<file path="config.mk">
export PLATFORM = sky130hd
export DESIGN_NAME = alu_ram_sequencer
export DESIGN_NICKNAME = d
export VERILOG_FILES = /design/src/rtl/alu_ram_sequencer.sv
export SDC_FILE = /design/constraint.sdc
export NUM_CORES = 1
export LEC_CHECK = 0
export CAP_MARGIN = 5
export CORE_MARGIN = 4
export CORE_UTILIZATION = 48
export CTS_CLUSTER_DIAMETER = 100
export CTS_CLUSTER_SIZE = 24
export DETAILED_ROUTE_END_ITERATION = 16
export GPL_ROUTABILITY_DRIVEN = 0
export PLACE_DENSITY = 0.81
export SYNTH_ARGS = -nofsm -noshare
export SYNTH_HDL_FRONTEND = slang
export SYNTH_SLANG_ARGS = --single-unit
</file>
<file path="constraint.sdc">
create_clock -name CLK -period 2.5 [get_ports CLK]
set_input_delay 0.75 -clock CLK [delete_from_list [all_inputs] [get_ports CLK]]
set_output_delay 0.75 -clock CLK [all_outputs]
set_load 0.01 [all_outputs]
</file>
<file path="src/rtl/alu_ram_sequencer.sv">
// ---------------------------------------------------------------------------
// alu_ram_sequencer
//   In-order instruction sequencer in front of an ALU + dual-port RAM
//   datapath. Instructions are buffered in a DEPTH-entry FIFO and executed
//   one at a time: read operands, execute/capture, optional Z write-back,
//   then a valid/ready response.
//
// Ports
//   CLK, RST           clock, synchronous active-high reset
//   instr_*            instruction push channel (valid/ready)
//   dp_addr_a/b/z      datapath RAM addresses
//   dp_opcode, dp_cin  datapath ALU controls
//   dp_we_z            datapath Z write enable (high only in WRITE)
//   dp_z, dp_flags     datapath result and comparator flags {XBY,YBX,XEY}
//   res_*              response channel (valid/ready) with captured result
//   busy               FSM active or FIFO non-empty
//   op_count           completed-response counter (wraps)
//
// state | meaning
// ------+----------------------------------------------------------------
// IDLE  | waiting; pops FIFO head into current-op registers when non-empty
// READ  | dp_* driven from current op; one settle cycle for the RAM read
// EXEC  | capture dp_z / dp_flags / addr_z into the response registers
// WRITE | dp_we_z high for this one cycle; RAM writes Z at the exiting edge
// RESP  | res_valid high; response held until res_valid & res_ready
// ---------------------------------------------------------------------------
module alu_ram_sequencer #(
  parameter int DEPTH  = 4,
  parameter int ADDR_W = 8,
  parameter int DATA_W = 8
) (
  input  logic              CLK,
  input  logic              RST,
  input  logic              instr_valid,
  output logic              instr_ready,
  input  logic [3:0]        instr_opcode,
  input  logic              instr_cin,
  input  logic [ADDR_W-1:0] instr_addr_a,
  input  logic [ADDR_W-1:0] instr_addr_b,
  input  logic [ADDR_W-1:0] instr_addr_z,
  input  logic              instr_wb,
  output logic [ADDR_W-1:0] dp_addr_a,
  output logic [ADDR_W-1:0] dp_addr_b,
  output logic [ADDR_W-1:0] dp_addr_z,
  output logic [3:0]        dp_opcode,
  output logic              dp_cin,
  output logic              dp_we_z,
  input  logic [DATA_W-1:0] dp_z,
  input  logic [2:0]        dp_flags,
  output logic              res_valid,
  input  logic              res_ready,
  output logic [DATA_W-1:0] res_z,
  output logic [2:0]        res_flags,
  output logic [ADDR_W-1:0] res_addr_z,
  output logic              busy,
  output logic [15:0]       op_count
);

  localparam int PTR_W = (DEPTH > 1) ? $clog2(DEPTH) : 1;
  localparam int CNT_W = PTR_W + 1;
  localparam logic [CNT_W-1:0] FULL = CNT_W'(DEPTH);

  typedef enum logic [2:0] {
    IDLE  = 3'd0,
    READ  = 3'd1,
    EXEC  = 3'd2,
    WRITE = 3'd3,
    RESP  = 3'd4
  } state_t;

  typedef struct packed {
    logic [3:0]        opcode;
    logic              cin;
    logic [ADDR_W-1:0] addr_a;
    logic [ADDR_W-1:0] addr_b;
    logic [ADDR_W-1:0] addr_z;
    logic              wb;
  } instr_t;

  instr_t           fifo_mem [DEPTH];
  instr_t           in_word;
  instr_t           cur_q;
  logic [PTR_W-1:0] wr_ptr;
  logic [PTR_W-1:0] rd_ptr;
  logic [CNT_W-1:0] count;
  logic             push;
  logic             pop;
  logic             fifo_nempty;
  state_t           state_q;
  state_t           state_d;

  assign in_word = '{opcode: instr_opcode, cin: instr_cin, addr_a: instr_addr_a,
                     addr_b: instr_addr_b, addr_z: instr_addr_z, wb: instr_wb};

  // Ready is a function of occupancy only, so a same-cycle pop never
  // creates a combinational path from the FSM to the producer.
  assign instr_ready = (count != FULL);
  assign push        = instr_valid & instr_ready;
  assign fifo_nempty = (count != '0);

  // ---------------- next state / outputs ----------------
  always_comb begin
    state_d   = state_q;
    pop       = 1'b0;
    dp_we_z   = 1'b0;
    res_valid = 1'b0;
    case (state_q)
      IDLE: begin
        if (fifo_nempty) begin
          pop     = 1'b1;
          state_d = READ;
        end
      end
      READ:  state_d = EXEC;
      EXEC:  state_d = cur_q.wb ? WRITE : RESP;
      WRITE: begin
        dp_we_z = 1'b1;
        state_d = RESP;
      end
      RESP: begin
        res_valid = 1'b1;
        if (res_ready) state_d = IDLE;
      end
      default: state_d = IDLE;
    endcase
  end

  assign busy = (state_q != IDLE) | fifo_nempty;

  always_ff @(posedge CLK) begin
    if (RST) state_q <= IDLE;
    else     state_q <= state_d;
  end

  // ---------------- instruction FIFO ----------------
  // Storage needs no reset; the pointers and count define what is valid.
  always_ff @(posedge CLK) begin
    if (push) fifo_mem[wr_ptr] <= in_word;
  end

  // Pointer widths equal log2(DEPTH), so wrap-around is implicit.
  always_ff @(posedge CLK) begin
    if (RST) begin
      wr_ptr <= '0;
      rd_ptr <= '0;
      count  <= '0;
    end else begin
      if (push) wr_ptr <= wr_ptr + PTR_W'(1);
      if (pop)  rd_ptr <= rd_ptr + PTR_W'(1);
      case ({push, pop})
        2'b10:   count <= count + CNT_W'(1);
        2'b01:   count <= count - CNT_W'(1);
        default: count <= count;
      endcase
    end
  end

  // ---------------- current op / datapath drive ----------------
  // Loading at the pop edge makes dp_* valid for the whole of READ and
  // holds them unchanged through EXEC, WRITE, RESP and the following IDLE.
  always_ff @(posedge CLK) begin
    if (RST)      cur_q <= '0;
    else if (pop) cur_q <= fifo_mem[rd_ptr];
  end

  assign dp_addr_a = cur_q.addr_a;
  assign dp_addr_b = cur_q.addr_b;
  assign dp_addr_z = cur_q.addr_z;
  assign dp_opcode = cur_q.opcode;
  assign dp_cin    = cur_q.cin;

  // ---------------- response path ----------------
  always_ff @(posedge CLK) begin
    if (RST) begin
      res_z      <= '0;
      res_flags  <= '0;
      res_addr_z <= '0;
    end else if (state_q == EXEC) begin
      res_z      <= dp_z;
      res_flags  <= dp_flags;
      res_addr_z <= cur_q.addr_z;
    end
  end

  always_ff @(posedge CLK) begin
    if (RST)                               op_count <= '0;
    else if ((state_q == RESP) && res_ready) op_count <= op_count + 16'd1;
  end

endmodule

</file>
### Word-level counts from Yosys, hierarchy flattened

Memory sizes are Yosys's and may differ from the RTL's. A register that Yosys moved wholly into a read port is not among the register bits.
Index checks and enable logic that the tools add are counted.

* logic and storage cells: 42
* bits in latches: 0
* memories kept: 1
* bits in writable memories: 120
* register bits: 45
* output and inout port bits: 68
* ROM bits: 0
* bits of input ports: 45

Memories
* fifo_mem: words 4, bits a word 30, rd ports 1, clocked after Yosys merged registers in 1, write ports 1, RTL line 80 `instr_t fifo_mem [DEPTH];`

* magnitude comparators: 0
* shifts and indexed selects: 0
* div/mod/pow operators: 0
* reductions and logical operators: 6
* bitwise operators: 2
* multiplexer cells: 11
* equality and inequality tests: 9
* add/sub/neg operators: 5
* $mul: 0

Operator list (number)
* adder 16 x 1 -> 16 bit, second input constant: 1
* one-hot mux 3 bit (5 select lines): 1
* 2-to-1 mux 3 bit: 3
* equality test 3 x 2 -> 1 bit, second input constant: 2
* 2-to-1 mux 1 bit: 6
* one-hot mux 3 bit (2 select lines): 1
* nonzero test 3 bit: 2
* adder 2 x 1 -> 2 bit, second input constant: 2
* != test 2 bit, second input constant: 2
* adder 3 x 1 -> 3 bit, second input constant: 1
* equality test 3 x 1 -> 1 bit, second input constant: 1
* equality test 3 bit, second input constant: 1
* logical NOT 3 bit: 1
* != test 3 bit, second input constant: 1
* subtractor 3 x 1 -> 3 bit, second input constant: 1
* equality test 2 x 1 -> 1 bit, second input constant: 1
* equality test 2 bit, second input constant: 1
* AND reduction 2 bit: 1
* nonzero test 2 bit: 1
* AND 1 bit: 1
* logical AND 1 bit: 1
* OR 1 bit: 1

### Longest topological paths before layout

* word-level depth: 5
* mapped depth: 11
* mapped depth without buffers: 9

### Least setup slack after synthesis

OpenSTA, ideal clock, no wires.

* kind: register to register
* start: register state_q[0]
* end: register count[2]
* arrival time: 2.425 ns
* period minus slack after synthesis: 2.495 ns
* library setup time: 0.070 ns
* path slack: 0.005 ns
* required time: 2.430 ns
* path buffers: 2
* stages on the path, launching flop included: 12
* cells stage by stage: dfxtp_1 -> buf_2 -> nor3_1 -> nand2_1 -> inv_1 -> buf_1 -> ha_1 -> inv_1 -> fa_1 -> xor2_1 -> or3_1 -> a21oi_1

* longest elaborated chain between the ends: 4
* elaborated cells between the ends (all ways): 6
* classes of those cells: eq/ne (2); mux (2); reduce/logical (2)

Ends and longest elaborated chain
* from (decl): RTL line 89 `state_t state_q;`
* from (signal assigned): RTL line 132 `else state_q <= state_d;`
* logical NOT 3 bit (*): RTL line 107 `case (state_q)`
* 2-to-1 mux 1 bit (*): RTL line 107
* net pop: RTL line 87 `logic pop;`
* equality test 2 x 1 -> 1 bit / equality test 2 bit (equally long branches): RTL line 150 `case ({push, pop})`
* one-hot mux 3 bit (2 select lines) / nonzero test 2 bit (equally long branches)
* to (signal assigned): RTL line 151 `2'b10: count <= count + CNT_W'(1);`
* to (signal assigned): RTL line 152 `2'b01: count <= count - CNT_W'(1);`
* to (signal assigned): RTL line 153 `default: count <= count;`
* to (decl): RTL line 85 `logic [CNT_W-1:0] count;`

Mark *: on every way through the listed nets, which the timed path passes. The rest lies on a longest branch.
A chain may end at the register's enable or synchronous reset.

### Final worst setup path

* start: register state_q[2]
* end: output busy

* longest elaborated chain between the ends: 2

Ends and longest elaborated chain
* nonzero test 3 bit: RTL line 128 `assign busy = (state_q != IDLE) | fifo_nempty;`
* OR 1 bit: RTL line 128
* to (decl): RTL line 55 `output logic busy,`

No other way between the ends.

==> results_tabular.tex <==
\begin{tabular}{lr}
\hline
Metric & Value \\
\hline
\multicolumn{2}{l}{\textbf{Outcome}} \\
\quad Outcome & completed \\
\multicolumn{2}{l}{\textbf{Timing}} \\
\quad Count of endpoints failing setup in the final report & 0 \\
\quad Clock Skews & 8.93 ps \\
\quad Max-Slew Margin vs Limit & 55.0\% \\
\quad Maximum achievable frequency & 413 MHz \\
\quad Final critical-path required period & 2420 ps \\
\quad Worst Hold Slack & 454 ps \\
\quad Final worst-path setup slack & 76.4 ps \\
\quad Final clock period utilization by the worst path & 96.9\% \\
\quad Pin slew with the least headroom to its limit & 675 ps \\
\quad Max-slew violation count & 0 \\
\quad Final hold vios & 0 \\
\quad Unrepaired setup endpoints after global routing & false \\
\multicolumn{2}{l}{\textbf{Clock tree}} \\
\quad Clk\_lat worst skew & 430 ps \\
\quad Sink Count & 195 \\
\quad Setup bufs post-CTS & 0 \\
\quad Inserted Clock Buffers & 17 \\
\quad Count of H-tree levels built during CTS & 4 \\
\quad Root buffer cell & sky130\_fd\_sc\_hd\_\_clkbuf\_16 \\
\quad Clock-pin transition on the worst setup and hold timing paths & 70 ps \\
\quad Clock tree from TritonCTS & done \\
\quad Max Buffers Root-to-Sink & 2 \\
\multicolumn{2}{l}{\textbf{Synth}} \\
\quad Sequential fraction of the synthesis area & 68.3\% \\
\quad Share of synthesized registers carrying an async set or reset & 0\% \\
\quad Fraction of post-synthesis cell area in the top cell type by area & 48.2\% \\
\quad Netlist area before placement & 0.00747 sq mm \\
\quad Yosys warns & 0 \\
\quad Post-Syn Instances & 550 \\
\quad Top cells by area, synth & sky130\_fd\_sc\_hd\_\_edfxtp\_1 48\%, sky130\_fd\_sc\_hd\_\_dfxtp\_1 20\%, sky130\_fd\_sc\_hd\_\_mux4\_2 9.0\%, sky130\_fd\_sc\_hd\_\_nand2\_1 5.5\%, sky130\_fd\_sc\_hd\_\_a21oi\_1 4.0\% \\
\quad Number of library cell types mapped by synthesis & 37 \\
\quad Top FF cell, synth & sky130\_fd\_sc\_hd\_\_edfxtp\_1 \\
\quad FF+latch count, synth & 195 \\
\quad Library cell occupying the most area in the post-synthesis netlist & sky130\_fd\_sc\_hd\_\_edfxtp\_1 \\
\quad Number of enable-type register cells in the synthesized netlist & 120 \\
\quad Synthesized Nets & 602 \\
\quad Synthesized area per cell & 13.6 sq um \\
\multicolumn{2}{l}{\textbf{Cells and area}} \\
\quad Fin nets & 699 \\
\quad Number of antenna cells inserted & 0 \\
\quad Area of all placed cells without fillers & 0.00933 sq mm \\
\quad Share of cells above drive strength 1 & 13.6\% \\
\quad Non-Filler Instances & 848 \\
\quad Fill count & 1128 \\
\quad Area Overhead vs Synth & 24.8\% \\
\quad Leading cell type in the layout, fill and taps excluded & sky130\_fd\_sc\_hd\_\_edfxtp\_1 \\
\quad Leading cell types in the layout, fill and taps excluded & 120 x sky130\_fd\_sc\_hd\_\_edfxtp\_1, 110 x sky130\_fd\_sc\_hd\_\_nand2\_1, 108 x sky130\_fd\_sc\_hd\_\_clkdlybuf4s50\_1 \\
\multicolumn{2}{l}{\textbf{Critical path}} \\
\quad R2r endpoint & count[2] \\
\quad Critical path startpoint category & register \\
\quad Largest driver fanout on the critical path & 8 \\
\quad CP Data Required Time & 1750 ps \\
\quad Sort of element at the end of the critical path & primary output \\
\quad R2r setup slk & 110 ps \\
\quad Arrival time of data at the critical path endpoint & 1670 ps \\
\quad Worst-case reg-to-reg path depth & 9 \\
\quad Critical path start-end classification & reg -> out \\
\quad RR Startpoint & count[0] \\
\multicolumn{2}{l}{\textbf{Route}} \\
\quad Routed vias & 4555 \\
\quad Total wirelength of the detailed-routed design & 15.1 mm \\
\quad Via-per-instance ratio & 5.37 \\
\quad Detailed-routing iteration count for the pre-antenna-repair pass & 5 \\
\quad Number of DRC violations after detailed-routing iteration 0 & 286 \\
\quad Mean routed wirelength per cell & 17.8 um \\
\quad Number of antenna-violating nets in the routed design & 0 \\
\quad Final routed DRC violation total & 0 \\
\multicolumn{2}{l}{\textbf{Job}} \\
\quad Number of maximum-capacitance constraint violations & 0 \\
\multicolumn{2}{l}{\textbf{Pwr}} \\
\quad Static leakage & 3.10 nW \\
\quad Post-layout power & 9.61 mW \\
\quad VDD IR max & 0.000634 V \\
\quad Power density relative to cell area & 1030 mW/mm\^{}2 \\
\multicolumn{2}{l}{\textbf{Floorplan}} \\
\quad Site row count & 45 \\
\quad Vert. Die Dim & 133 um \\
\quad Total core area & 0.0152 sq mm \\
\quad Area of the die & 0.0176 sq mm \\
\quad Initial cell density of the core & 49.2\% \\
\quad Ports placed on the boundary & 113 \\
\quad Die W & 133 um \\
\multicolumn{2}{l}{\textbf{Placement}} \\
\quad Sum of net half-perimeters after detailed placement & 9.92 mm \\
\quad DP Worst Slack & -269 ps \\
\quad Post-Place Cells & 816 \\
\quad Total placed instance area & 0.00873 sq mm \\
\quad Number of buffers inserted by port buffering & 112 \\
\multicolumn{2}{l}{\textbf{Global routing}} \\
\quad Residual overflow from global routing & 0 \\
\quad Vias in the first global route & 4730 \\
\quad Overall track demand over capacity in global routing & 17.5\% \\
\quad Number of antenna violations at the first check in global routing & 0 \\
\quad Wire length of the first global-routing pass & 24.1 mm \\
\quad Largest net degree at the start of global routing & 50 \\
\multicolumn{2}{l}{\textbf{Min path}} \\
\quad Class of the most critical hold timing path & reg -> reg \\
\quad Hold path start & res\_addr\_z[1] \\
\quad End of the worst hold path & res\_addr\_z[1] \\
\quad Cell count of the worst hold path & 2 \\
\hline
\end{tabular}
## metrics by stage
| step | setup TNS, ps | utilization [%] |
|---|---|---|
| finish | 0 | 61.4 |
| global route | 0 | 61.4 |
| CTS | 0 | 61.3 |
| detailed placement | -312 | 57.5 |
| global placement | -175 | 57.5 |
| floorplan | 0 | - |
## final cells by class
cell class                      count  area [sq um]  area share (%)
Clock inverter                     12           116            1.25
Timing Repair Buffer              133          1350            14.4
Clock buffer                       20           458            4.91
Tap cell                          188           235            2.52
Inverter                           11          41.3           0.443
Multi-Input combinational cell    289          2030            21.7
Sequential cell                   195          5110            54.7
## where the power goes
part / total, mW / leakage [nW] / internal, mW / switching, mW
sequential: 4.25 / 1.71 / 3.94 / 0.314
clock: 2.63 / 0.279 / 1.45 / 1.18
combinational: 2.73 / 1.11 / 1.31 / 1.42
total: 9.61 / 3.10 / 6.70 / 2.91
## cells by family after synthesis
kind of cell,Yosys count,synth area share (%)
DFF,195,68.3
and+or+nand+nor,170,10.1
AOI/OAI and AO/OA,66,4.50
buffers and inverters,66,4.90
muxes,31,9.17
xor gates and xnor gates,15,1.76
adders and majority gates,7,1.27
## what timing repair did
action	CTS	global route
hold buffers	0	0
endpoints found under the setup margin	4	1
gates cloned	0	0
gates resized for setup	6	3
## cell usage after synthesis, types with 6 or more instances
library cell / n
sky130_fd_sc_hd__dfxtp_1: 75
sky130_fd_sc_hd__buf_4: 28
sky130_fd_sc_hd__nor2_1: 19
sky130_fd_sc_hd__or3_1: 7
sky130_fd_sc_hd__a21oi_1: 59
sky130_fd_sc_hd__nand2_1: 110
sky130_fd_sc_hd__xnor2_1: 10
sky130_fd_sc_hd__clkbuf_1: 16
sky130_fd_sc_hd__ha_1: 6
sky130_fd_sc_hd__inv_1: 11
sky130_fd_sc_hd__mux4_2: 30
sky130_fd_sc_hd__edfxtp_1: 120
## state kept, by name, indices dropped and copies added, names as in the netlist
signal,cells
dp_addr_z,8
wr_ptr,2
rd_ptr,2
fifo_mem,120
res_addr_z,8
dp_addr_b,8
dp_cin,1
res_z,8
dp_opcode,4
op_count,16
cur_q,1
state_q,3
res_flags,3
count,3
dp_addr_a,8
## worst max-delay path: stages, from the launching register on
cell	delay, ps
sky130_fd_sc_hd__dfxtp_1	390
sky130_fd_sc_hd__nor3_4	260
sky130_fd_sc_hd__nand2_1	80
sky130_fd_sc_hd__clkdlybuf4s50_1	510
## routing by layer
| layer | part of all wire, % | routed length, um | GRT usage, % |
|---|---|---|---|
| met1 | 41 | 6150 | 20.6 |
| met2 | 53 | 8040 | 30.8 |
| met3 | 3.7 | 554 | 4.49 |
| met4 | 2.3 | 344 | 7.04 |
| met5 | 0 | 0 | 0 |
## worst max path at each step
stage / from / end / cells past startpoint
2_1_floorplan: state_q[0] / count[2] / 11
3_3_place_gp: instr_valid / count[2] / 9
3_5_place_dp: instr_valid / count[2] / 9
4_1_cts: state_q[2] / busy / 3
5_1_grt: state_q[2] / busy / 3
6_report: state_q[2] / busy / 3
(Power assumes the default switching activity.)
